File: config.mk
export PLATFORM = sky130hd
export DESIGN_NAME = oversample_cdr
export DESIGN_NICKNAME = d
export VERILOG_FILES = /design/src/rtl/oversample_pkg.sv /design/src/rtl/oversample_cdr_lane.sv /design/src/rtl/oversample_cdr.sv
export SDC_FILE = /design/constraint.sdc
export NUM_CORES = 2
export LEC_CHECK = 0
export CAP_MARGIN = 25
export CORE_MARGIN = 3
export CORE_UTILIZATION = 49
export CTS_CLUSTER_DIAMETER = 150
export CTS_CLUSTER_SIZE = 28
export DETAILED_ROUTE_END_ITERATION = 7
export GPL_ROUTABILITY_DRIVEN = 0
export PLACE_DENSITY = 0.68
export SYNTH_ARGS = -nofsm -noshare
export SYNTH_HDL_FRONTEND = slang
export SYNTH_SLANG_ARGS = --single-unit
export TNS_END_PERCENT = 50
File: constraint.sdc
create_clock -name c -period 22 [get_ports c]
set_input_delay 2.2 -clock c [delete_from_list [all_inputs] [get_ports c]]
set_output_delay 2.2 -clock c [all_outputs]
set_load 0.05 [all_outputs]
File: src/rtl/oversample_pkg.sv
// Shared definitions for the oversampled CDR back end.
//   OS_RATIO  : samples per UI delivered by the front end
//   phase_t   : sampling phase index 0..OS_RATIO-1
//   CNT_*     : encoding of the per-channel "bits valid" output
//   phase_step: turns an eye-centre target and the current phase into a step
package oversample_pkg;

  localparam int unsigned OS_RATIO = 8;
  localparam int unsigned PH_W     = 3;

  typedef logic [PH_W-1:0] phase_t;

  localparam logic [1:0] CNT_NONE = 2'd0;
  localparam logic [1:0] CNT_ONE  = 2'd1;
  localparam logic [1:0] CNT_TWO  = 2'd2;

  typedef enum logic [1:0] {
    STEP_HOLD = 2'd0,
    STEP_UP   = 2'd1,
    STEP_DOWN = 2'd2
  } step_e;

  // Forward distance 1..half a UI steps up, anything further steps down.
  function automatic step_e phase_step(input phase_t target, input phase_t k);
    phase_t diff;
    step_e  st;
    diff = target - k;
    if (diff == '0) begin
      st = STEP_HOLD;
    end else if (diff <= phase_t'(OS_RATIO / 2)) begin
      st = STEP_UP;
    end else begin
      st = STEP_DOWN;
    end
    return st;
  endfunction

endpackage

File: src/rtl/oversample_cdr_lane.sv
// One CDR channel: inversion fix-up, transition histogram, phase/lock
// tracking and bit output with wrap handling.
// Ports:
//   c, r      clock, synchronous active-high reset
//   wend      high on the clock after the shared window counter hits all ones
//   os        8 raw samples, bit 7 earliest, odd-numbered samples inverted
//   force_en, force_k  (only with OVERSAMPLE_CDR_FORCE_PHASE_EN) phase override
//   dat, cnt  recovered bits (dat[1] older) and number of valid bits
//   locked    phase stable for LOCK_WINDOWS windows
module oversample_cdr_lane
  import oversample_pkg::*;
#(
  parameter int unsigned WIN_LOG2     = 8,
  parameter int unsigned MIN_EDGES    = 16,
  parameter int unsigned LOCK_WINDOWS = 4
) (
  input  logic       c,
  input  logic       r,
  input  logic       wend,
  input  logic [7:0] os,
`ifdef OVERSAMPLE_CDR_FORCE_PHASE_EN
  input  logic       force_en,
  input  logic [2:0] force_k,
`endif
  output logic [1:0] dat,
  output logic [1:0] cnt,
  output logic       locked
);

  localparam int unsigned HW = WIN_LOG2 + 1;
  localparam int unsigned TW = HW + 3;
  localparam int unsigned SW = $clog2(LOCK_WINDOWS + 1);
  localparam phase_t      K_RST = phase_t'(OS_RATIO / 2);
  localparam phase_t      K_MAX = phase_t'(OS_RATIO - 1);

  logic [OS_RATIO-1:0] s_q, s_d;
  logic                sp_q;
  logic                v1_q;
  logic [OS_RATIO-1:0] t_c;
  logic [HW-1:0]       hist_q [OS_RATIO];
  logic [HW-1:0]       hist_d [OS_RATIO];
  logic [HW-1:0]       best_c;
  logic [TW-1:0]       total_c;
  phase_t              e_c, target_c;
  phase_t              k_q, k_d, k_prev_q;
  logic [SW-1:0]       stab_q, stab_d, stab_inc_c;
  logic                lock_q, lock_d;
  logic [1:0]          dat_q, dat_d, cnt_q, cnt_d;

  // Stage 1 input: undo inversion of odd-numbered samples (raw bits 6,4,2,0)
  // and re-index so s[0] is the earliest sample.
  always_comb begin
    s_d = '0;
    for (int unsigned i = 0; i < OS_RATIO; i++) begin
      s_d[i] = os[OS_RATIO-1-i] ^ i[0];
    end
  end

  // Transition between consecutive samples, including across words.
  assign t_c = {s_q[OS_RATIO-1:1] ^ s_q[OS_RATIO-2:0], s_q[0] ^ sp_q};

  // Histogram restarts with this clock's transitions on the clock after window end.
  always_comb begin
    for (int unsigned i = 0; i < OS_RATIO; i++) begin
      hist_d[i] = (wend ? '0 : hist_q[i]) + HW'(t_c[i]);
    end
  end

  // Edge position = argmax (lowest index wins ties); eye centre half a UI away.
  always_comb begin
    best_c  = hist_q[0];
    e_c     = '0;
    total_c = '0;
    for (int unsigned i = 0; i < OS_RATIO; i++) begin
      total_c = total_c + TW'(hist_q[i]);
      if (hist_q[i] > best_c) begin
        best_c = hist_q[i];
        e_c    = phase_t'(i);
      end
    end
  end

  assign target_c   = e_c + phase_t'(OS_RATIO / 2);
  assign stab_inc_c = (stab_q < SW'(LOCK_WINDOWS)) ? stab_q + SW'(1) : stab_q;

  // Phase and lock update, once per window.
  always_comb begin
    k_d    = k_q;
    stab_d = stab_q;
    lock_d = lock_q;
    if (wend) begin
      if (total_c < TW'(MIN_EDGES)) begin
        stab_d = '0;
        lock_d = 1'b0;
      end else begin
        case (phase_step(target_c, k_q))
          STEP_HOLD: begin
            stab_d = stab_inc_c;
            lock_d = (stab_inc_c == SW'(LOCK_WINDOWS));
          end
          STEP_UP: begin
            k_d    = k_q + phase_t'(1);
            stab_d = '0;
            lock_d = 1'b0;
          end
          default: begin
            k_d    = k_q - phase_t'(1);
            stab_d = '0;
            lock_d = 1'b0;
          end
        endcase
      end
    end
`ifdef OVERSAMPLE_CDR_FORCE_PHASE_EN
    if (force_en) begin
      k_d    = force_k;
      stab_d = '0;
      lock_d = 1'b0;
    end
`endif
  end

  // Stage 2 output. A 7->0 wrap would resample the UI just emitted; a 0->7
  // wrap would skip the UI the old phase was about to take from this word.
  always_comb begin
    dat_d = 2'b00;
    cnt_d = CNT_NONE;
    if (v1_q) begin
      if (k_prev_q == K_MAX && k_q == '0) begin
        cnt_d = CNT_NONE;
      end else if (k_prev_q == '0 && k_q == K_MAX) begin
        cnt_d = CNT_TWO;
        dat_d = {s_q[0], s_q[OS_RATIO-1]};
      end else begin
        cnt_d = CNT_ONE;
        dat_d = {1'b0, s_q[k_q]};
      end
    end
  end

  always_ff @(posedge c) begin
    if (r) begin
      s_q      <= '0;
      sp_q     <= 1'b0;
      v1_q     <= 1'b0;
      k_q      <= K_RST;
      k_prev_q <= K_RST;
      stab_q   <= '0;
      lock_q   <= 1'b0;
      dat_q    <= '0;
      cnt_q    <= CNT_NONE;
      for (int unsigned i = 0; i < OS_RATIO; i++) begin
        hist_q[i] <= '0;
      end
    end else begin
      s_q      <= s_d;
      sp_q     <= s_q[OS_RATIO-1];
      v1_q     <= 1'b1;
      k_q      <= k_d;
      k_prev_q <= k_q;
      stab_q   <= stab_d;
      lock_q   <= lock_d;
      dat_q    <= dat_d;
      cnt_q    <= cnt_d;
      for (int unsigned i = 0; i < OS_RATIO; i++) begin
        hist_q[i] <= hist_d[i];
      end
    end
  end

  assign dat    = dat_q;
  assign cnt    = cnt_q;
  assign locked = lock_q;

endmodule

File: src/rtl/oversample_cdr.sv
// Multi-channel 8x-oversampled CDR back end: NCH independent lanes sharing
// one histogram window counter.
// Optional feature macro: OVERSAMPLE_CDR_FORCE_PHASE_EN adds force_en/force_k.
// Ports:
//   c       clock (one UI per clock)
//   r       synchronous active-high reset
//   os      raw samples, channel n at os[8n+7:8n]
//   dat     recovered bits, channel n at dat[2n+1:2n], [2n+1] older
//   cnt     valid bit count per channel (0, 1 or 2)
//   locked  per-channel lock
module oversample_cdr
  import oversample_pkg::*;
#(
  parameter int unsigned NCH          = 4,
  parameter int unsigned WIN_LOG2     = 8,
  parameter int unsigned MIN_EDGES    = 16,
  parameter int unsigned LOCK_WINDOWS = 4
) (
  input  logic                    c,
  input  logic                    r,
  input  logic [OS_RATIO*NCH-1:0] os,
`ifdef OVERSAMPLE_CDR_FORCE_PHASE_EN
  input  logic [NCH-1:0]          force_en,
  input  logic [PH_W*NCH-1:0]     force_k,
`endif
  output logic [2*NCH-1:0]        dat,
  output logic [2*NCH-1:0]        cnt,
  output logic [NCH-1:0]          locked
);

  logic [WIN_LOG2-1:0] wcnt_q, wcnt_d;
  logic                wend_q, wend_d;

  // Shared window counter; wend_q marks the clock after the last window clock.
  always_comb begin
    wcnt_d = wcnt_q + WIN_LOG2'(1);
    wend_d = (wcnt_q == '1);
  end

  always_ff @(posedge c) begin
    if (r) begin
      wcnt_q <= '0;
      wend_q <= 1'b0;
    end else begin
      wcnt_q <= wcnt_d;
      wend_q <= wend_d;
    end
  end

  for (genvar n = 0; n < NCH; n++) begin : g_lane
    oversample_cdr_lane #(
      .WIN_LOG2     (WIN_LOG2),
      .MIN_EDGES    (MIN_EDGES),
      .LOCK_WINDOWS (LOCK_WINDOWS)
    ) u_lane (
      .c        (c),
      .r        (r),
      .wend     (wend_q),
      .os       (os[OS_RATIO*n +: OS_RATIO]),
`ifdef OVERSAMPLE_CDR_FORCE_PHASE_EN
      .force_en (force_en[n]),
      .force_k  (force_k[PH_W*n +: PH_W]),
`endif
      .dat      (dat[2*n +: 2]),
      .cnt      (cnt[2*n +: 2]),
      .locked   (locked[n])
    );
  end

endmodule

Yosys cells after proc, flatten, opt, wreduce, memory -nomap -nowiden
Memories as Yosys holds them, arrays and structs flattened.
Index checks and enable logic that the tools add are counted.
{"block": "totals", "regBits": 102, "ram_bits": 288, "elab_cells": 465, "memories": 4}
{"name": "g_lane[0].u_lane.hist_q", "words": 8, "width": 9, "rd": 8, "rd_ports_with_merged_regs": 0, "wr": 8, "line": "oversample_cdr_lane.sv:40", "source": "logic [HW-1:0] hist_q [OS_RATIO];"}
{"name": "g_lane[1].u_lane.hist_q", "words": 8, "width": 9, "rd": 8, "rd_ports_with_merged_regs": 0, "wr": 8, "line": "oversample_cdr_lane.sv:40"}
{"name": "g_lane[2].u_lane.hist_q", "words": 8, "width": 9, "rd": 8, "rd_ports_with_merged_regs": 0, "wr": 8, "line": "oversample_cdr_lane.sv:40"}
{"name": "g_lane[3].u_lane.hist_q", "words": 8, "width": 9, "rd": 8, "rd_ports_with_merged_regs": 0, "wr": 8, "line": "oversample_cdr_lane.sv:40"}
{"block": "op_classes", "addsub": 81, "n_lt_le_gt_ge": 44, "eq_ne": 17, "mux": 175, "bitwise": 69, "n_reduce_logical": 36}
{"cell": "9-bit two-way mux", "count": 88}
{"cell": "12-bit by 9-bit adder with 12-bit output", "count": 24}
{"cell": "9-bit by 1-bit adder with 9-bit output", "count": 32}
{"cell": "9-bit greater-than comparator", "count": 28}
{"cell": "3-bit two-way mux", "count": 28}
{"cell": "2-bit two-way mux", "count": 28}
{"cell": "12-bit by 5-bit < comparator with 1-bit output (second input constant)", "count": 4}
{"cell": "9-bit by 9-bit adder with 10-bit output", "count": 4}
{"cell": "3-bit == test (second input constant)", "count": 12}
{"cell": "3-bit logical NOT", "count": 12}
{"cell": "1-bit OR", "count": 32}
{"cell": "1-bit inverter", "count": 29}
{"cell": "7-bit bitwise XOR", "count": 4}
{"cell": "3-bit by 1-bit adder with 3-bit output (second input constant)", "count": 8}
{"cell": "3-bit one-hot mux with 2 select lines", "count": 4}
{"cell": "1-bit two-way mux", "count": 23}
{"cell": "3-bit by 4-bit < comparator with 1-bit output (second input constant)", "count": 4}
{"cell": "4-bit OR reduction", "count": 4}
{"cell": "3-bit adder (second input constant)", "count": 4}
{"cell": "1-bit binary-select mux with 3-bit select", "count": 4}
{"cell": "3-bit <= comparator (second input constant)", "count": 4}
{"cell": "3-bit < comparator (second input constant)", "count": 4}
{"cell": "3-bit AND reduction", "count": 4}
{"cell": "3-bit OR reduction", "count": 4}
{"cell": "8 further kinds", "count": 30}

Depth between registers and ports, before layout
An unclocked memory read counts as a cell.
{"block": "depth", "depth_word": 25, "mapped_depth": 88}

Modules after synthesis
Synthesis repeated with hierarchy kept, for this count alone.
{"block": "hier_totals", "hier_cells": 3634, "area_unflattened_um2": 32294.7}
{"mod": "oversample_cdr_lane (g_lane[0].u_lane)", "n_inst": 1, "cells_per_inst": 906, "area_each_um2": 8008.9}
{"mod": "oversample_cdr_lane (g_lane[2].u_lane)", "n_inst": 1, "cells_per_inst": 922, "area_each_um2": 7990.2}
{"mod": "oversample_cdr_lane (g_lane[3].u_lane)", "n_inst": 1, "cells_per_inst": 885, "area_each_um2": 7980.2}
{"mod": "oversample_cdr_lane (g_lane[1].u_lane)", "n_inst": 1, "cells_per_inst": 885, "area_each_um2": 7977.7}
{"mod": "oversample_cdr", "n_inst": 1, "cells_per_inst": 36, "area_each_um2": 337.8}

Worst setup path after synthesis
Ideal clock, no wire load.
{"block": "synth_path", "path_kind": "reg-to-reg", "startpoint": "mem g_lane[2].u_lane.hist_q[0][3] in the netlist's numbering", "endpoint": "reg g_lane[2].u_lane.k_q[2]", "setup_time_ps": 134, "t_arrival_ps": 15458, "required_time_ps": 21866, "path_slack_ps": 6408, "stages_incl_launch_ff": 85, "path_buffers": 6, "period_less_slack_ps": 15592, "cell_sequence": "dfxtp_1 clkbuf_1 inv_1 ha_1 and4_1 a221o_1 o21ai_1 a21boi_1 clkbuf_1 a21oi_1 ha_1 nor2b_1 o21ai_0 a21boi_0 a211oi_1 a311oi_1 o21ai_1 clkbuf_1 [... 49 more ...] o21a_1 o21a_1 o21ai_0 nand2b_1 a211oi_1 o21ba_2 o21ai_1 ha_1 ha_1 xnor2_1 xnor2_1 xnor2_1 ha_1 inv_1 fa_1 xnor2_1 and3_1 o21ai_0"}
{"element": "start, declared", "line": "oversample_cdr_lane.sv:40"}
{"element": "end signal, assigned", "line": "oversample_cdr_lane.sv:159", "source": "k_q <= k_d;"}
{"element": "end, declared", "line": "oversample_cdr_lane.sv:45", "source": "phase_t k_q, k_d, k_prev_q;"}

==> impl_summary.log <==
[metrics] status: complete, no violations
[metrics] Num Clock Sinks: 390
[metrics] # resized after CTS: 0
[metrics] biggest area consumer among synthesized cells: sky130_fd_sc_hd__dfxtp_1
[metrics] overflow left after global routing: 0
[metrics] Maximum Capacitance Violations: 0
[metrics] largest driver fanout on the critical path: 19
[metrics] pin slew with the least headroom to its limit: 0.966 ns
[metrics] cell mode on critical path: sky130_fd_sc_hd__o21a_1
[metrics] total I/O pin count: 54
[metrics] classification of the worst-slack hold path: flop to flop
[metrics] initial antenna violation count: 0
[metrics] Final period util: 81.3%
[metrics] number of vias in the routed layout: 26000
[metrics] antenna viol nets, final: 0
[metrics] smallest setup slack after layout: 4.11 ns
[metrics] buffers plus inverters on the worst setup path: 4
[metrics] CTS max path bufs: 3
[metrics] area delta synth->final: 5.40%
[metrics] clock root buffer master: sky130_fd_sc_hd__clkbuf_16
[metrics] hold bufs inserted after CTS: 0
[metrics] cell count after synthesis: 3835
[metrics] Synthesized Nets: 4458
[metrics] CP max-delay cell: sky130_fd_sc_hd__a21boi_1
[metrics] arrival time at the worst endpoint: 18.30 ns
[metrics] placement-stage worst setup slack: 4.45 ns
[metrics] drt wl/cell: 17.1 um
[metrics] PnR Total Power: 3.56 mW
[metrics] clock-pin slew reported for the worst setup and hold paths after clock tree synthesis: 0.12 ns
[metrics] clock insertion delay at the later pin of the skew report: 0.57 ns
[metrics] VDD IR-drop max: 152 uV
[metrics] H-tree Lvls: 1
[metrics] worst rel slew slack: 35.3%
[metrics] top-area cell type share of the netlist area: 23.7%
[metrics] DPL Wire Length: 63700 um
[metrics] Avg Synthesized Cell Area: 8.59 sq um
[metrics] buffer count from post-CTS setup fixing: 0
[metrics] area post-placement: 0.0343 sq mm
[metrics] vias in the first global route: 25200
[metrics] fraction of final layout cells with drive strength greater than 1: 3.56%
[metrics] net count of the finished layout: 4440
[metrics] type of the worst setup path: flop to flop
[metrics] number of warnings issued by yosys: 0
[metrics] Final min period: 17.89 ns
[metrics] Synth cell types: 93
[metrics] count of filler cells inserted in the layout: 6310
[metrics] sort of element at the end of the critical path: flop
[metrics] achievable frequency: 55.9 MHz
[metrics] DRC: 0
[metrics] number of placement rows: 94
[metrics] Final Cell Area: 0.0347 sq mm
[metrics] slowest stage delay, CP: 0.71 ns
[metrics] critical path startpoint category: flop
[metrics] areal power density over the cells: 102 mW/mm^2
[metrics] RSZ-0062 raised after global routing: false
[metrics] initial cell density of the core: 49.8%
[metrics] TritonCTS clock tree: done
[metrics] total die area: 0.0704 sq mm
[metrics] first-pass GRT wire length: 131000 um
[metrics] horizontal extent of the die: 265 um
[metrics] number of flops mapped to enable cells by yosys: 0
[metrics] final hold slack: 0.454 ns
[metrics] DR pass1 iterations: 5
[metrics] quantity of I/O buffers inserted on ports: 53
[metrics] number of vias per cell after detailed routing: 5.56
[metrics] total clock buffers created by CTS: 17
[metrics] total setup violations reported at the end of the flow: 0
[metrics] Synth Cell Area: 0.0330 sq mm
[metrics] dominant delay contributor by cell family on the critical path: compound AO/OA/AOI/OAI gates
[metrics] sequential share of the synthesized area: 23.7%
[metrics] drt total wl: 80100 um
[metrics] Die H: 265 um
[metrics] number of hold-slack violations in the final timing report: 0
[metrics] cells taking the most area after synthesis: sky130_fd_sc_hd__dfxtp_1, sky130_fd_sc_hd__ha_1, sky130_fd_sc_hd__fa_1
[metrics] total leakage power: 15.9 nW
[metrics] maximum number of pins on one net before global-route repair: 87
[metrics] total negative setup slack: 0 ns
[metrics] Pins Over Slew Limit: 0
[metrics] primary flip-flop cell chosen by synthesis mapping: sky130_fd_sc_hd__dfxtp_1
[metrics] core area: 0.0662 sq mm
[metrics] Async S/R FF share, synth: 0%
[metrics] starting DRC count in detailed routing: 1707
[metrics] count of state elements after synthesis: 390
[metrics] clock skew: 0.0242 ns
[metrics] required time at the worst-slack endpoint: 22.41 ns
[metrics] GRT Resource Usage Total: 22.7%
[metrics] Antenna Cells: 0
placed cells by master, fill, tap and decap left out, types with 22 or more instances in the layout:
cell                              instances
sky130_fd_sc_hd__o31ai_1                 22
sky130_fd_sc_hd__nand3_1                170
sky130_fd_sc_hd__nor2b_1                173
sky130_fd_sc_hd__nor3_1                  49
sky130_fd_sc_hd__o21ai_0                113
sky130_fd_sc_hd__fa_1                   176
sky130_fd_sc_hd__mux2_2                  40
sky130_fd_sc_hd__a211oi_1                24
sky130_fd_sc_hd__or3_1                   46
sky130_fd_sc_hd__inv_1                  373
sky130_fd_sc_hd__nand2b_1                24
sky130_fd_sc_hd__a21o_1                  73
sky130_fd_sc_hd__o21bai_1                23
sky130_fd_sc_hd__ha_1                   413
sky130_fd_sc_hd__and2_1                  23
sky130_fd_sc_hd__o22ai_1                 34
sky130_fd_sc_hd__nand4_1                 36
sky130_fd_sc_hd__clkdlybuf4s50_1         52
sky130_fd_sc_hd__nand2_1                136
sky130_fd_sc_hd__a21oi_1                210
sky130_fd_sc_hd__nor2_1                 527
sky130_fd_sc_hd__xnor2_1                164
sky130_fd_sc_hd__and3_1                  32
sky130_fd_sc_hd__mux2i_1                 69
sky130_fd_sc_hd__xor2_1                  94
sky130_fd_sc_hd__o21a_1                  52
sky130_fd_sc_hd__dfxtp_1                389
sequential cells by signal, summed over array words and instances, names as in the netlist:
name	flops
g_lane.u_lane.cnt	8
g_lane.u_lane.dat	8
g_lane.u_lane.hist_q	288
g_lane.u_lane.k_prev_q	12
g_lane.u_lane.k_q	12
g_lane.u_lane.locked	4
g_lane.u_lane.s_q	32
g_lane.u_lane.sp_q	4
g_lane.u_lane.stab_q	12
g_lane.u_lane.v1_q	1
wcnt_q	8
wend_q	1
power by group:
group          internal (mW)  total, mW  switching (mW)
sequential             0.725      0.744          0.0191
combinational           1.12       2.43            1.31
clock                  0.146      0.384           0.238
total                   1.99       3.56            1.57
per-stage QoR:
| step | cells | utilization [%] |
|---|---|---|
| 2_1_floorplan | 3835 | - |
| 3_3_place_gp | 4661 | 51.7 |
| 3_5_place_dp | 4662 | 51.8 |
| 4_1_cts | 4682 | 52.4 |
| 5_1_grt | 4682 | 52.4 |
| 6_report | 4682 | 52.4 |
layer usage:
| layer | up-vias | global-route usage (%) | part of all wire, % |
|---|---|---|---|
| li1 | 13000 | - | - |
| met1 | 12400 | 32.1 | 48 |
| met2 | 476 | 38.0 | 46 |
| met3 | 90 | 2.03 | 4.0 |
| met4 | 0 | 4.74 | 2.1 |
| met5 | - | 0 | 0 |
cell type report:
cell class	count	area (sq um)	share of cell area, %
timing repair buffer	69	658	1.90
sequential	390	7810	22.5
clock inverter	1	8.76	0.0252
multi-input combinational	2964	23300	67.1
inverter	375	1410	4.05
clock buffer	19	443	1.28
tap	864	1080	3.11
path summary, 6_finish.rpt:
| check | slack [ns] | cells after the start | startpoint | end |
|---|---|---|---|---|
| setup / recovery | 4.11 | 79 | g_lane[2].u_lane.hist_q[0][3] | g_lane[2].u_lane.k_q[2] |
| hold / removal | 0.45 | 1 | wcnt_q[0] | wcnt_q[0] |
| setup reg to reg | 4.11 | 79 | g_lane[2].u_lane.hist_q[0][3] | g_lane[2].u_lane.k_q[2] |
| hold reg to reg | 0.45 | 1 | wcnt_q[0] | wcnt_q[0] |
worst reg2reg max path: cells and delay by family (launching register included):
kind	cells	cell delay, ns
xor+xnor	4	0.59
simple gates	18	3.64
flops	1	0.55
fa+ha+maj	11	3.29
compound gates	41	8.77
mux	1	0.31
buf+inv	4	0.59
cell usage after synthesis (all sizes together), types with 52 or more instances:
library cell,number
nor3,52
xor2,94
clkbuf,81
inv,374
a21o,73
a21oi,212
fa,176
xnor2,164
ha,413
o21ai,123
dfxtp,390
nor2,527
o21a,52
nand3,170
nand2,137
mux2i,70
nor2b,173
cells by family after synthesis:
logic type,after synthesis,share of synthesized area (%)
buf+inv,481,5.60
simple gates,1296,19.1
xor+xnor,258,6.86
compound gates,688,13.7
fa+ha+maj,598,26.6
mux,124,4.35
flops,390,23.7
No activity file was read; power rests on OpenSTA's default activity.
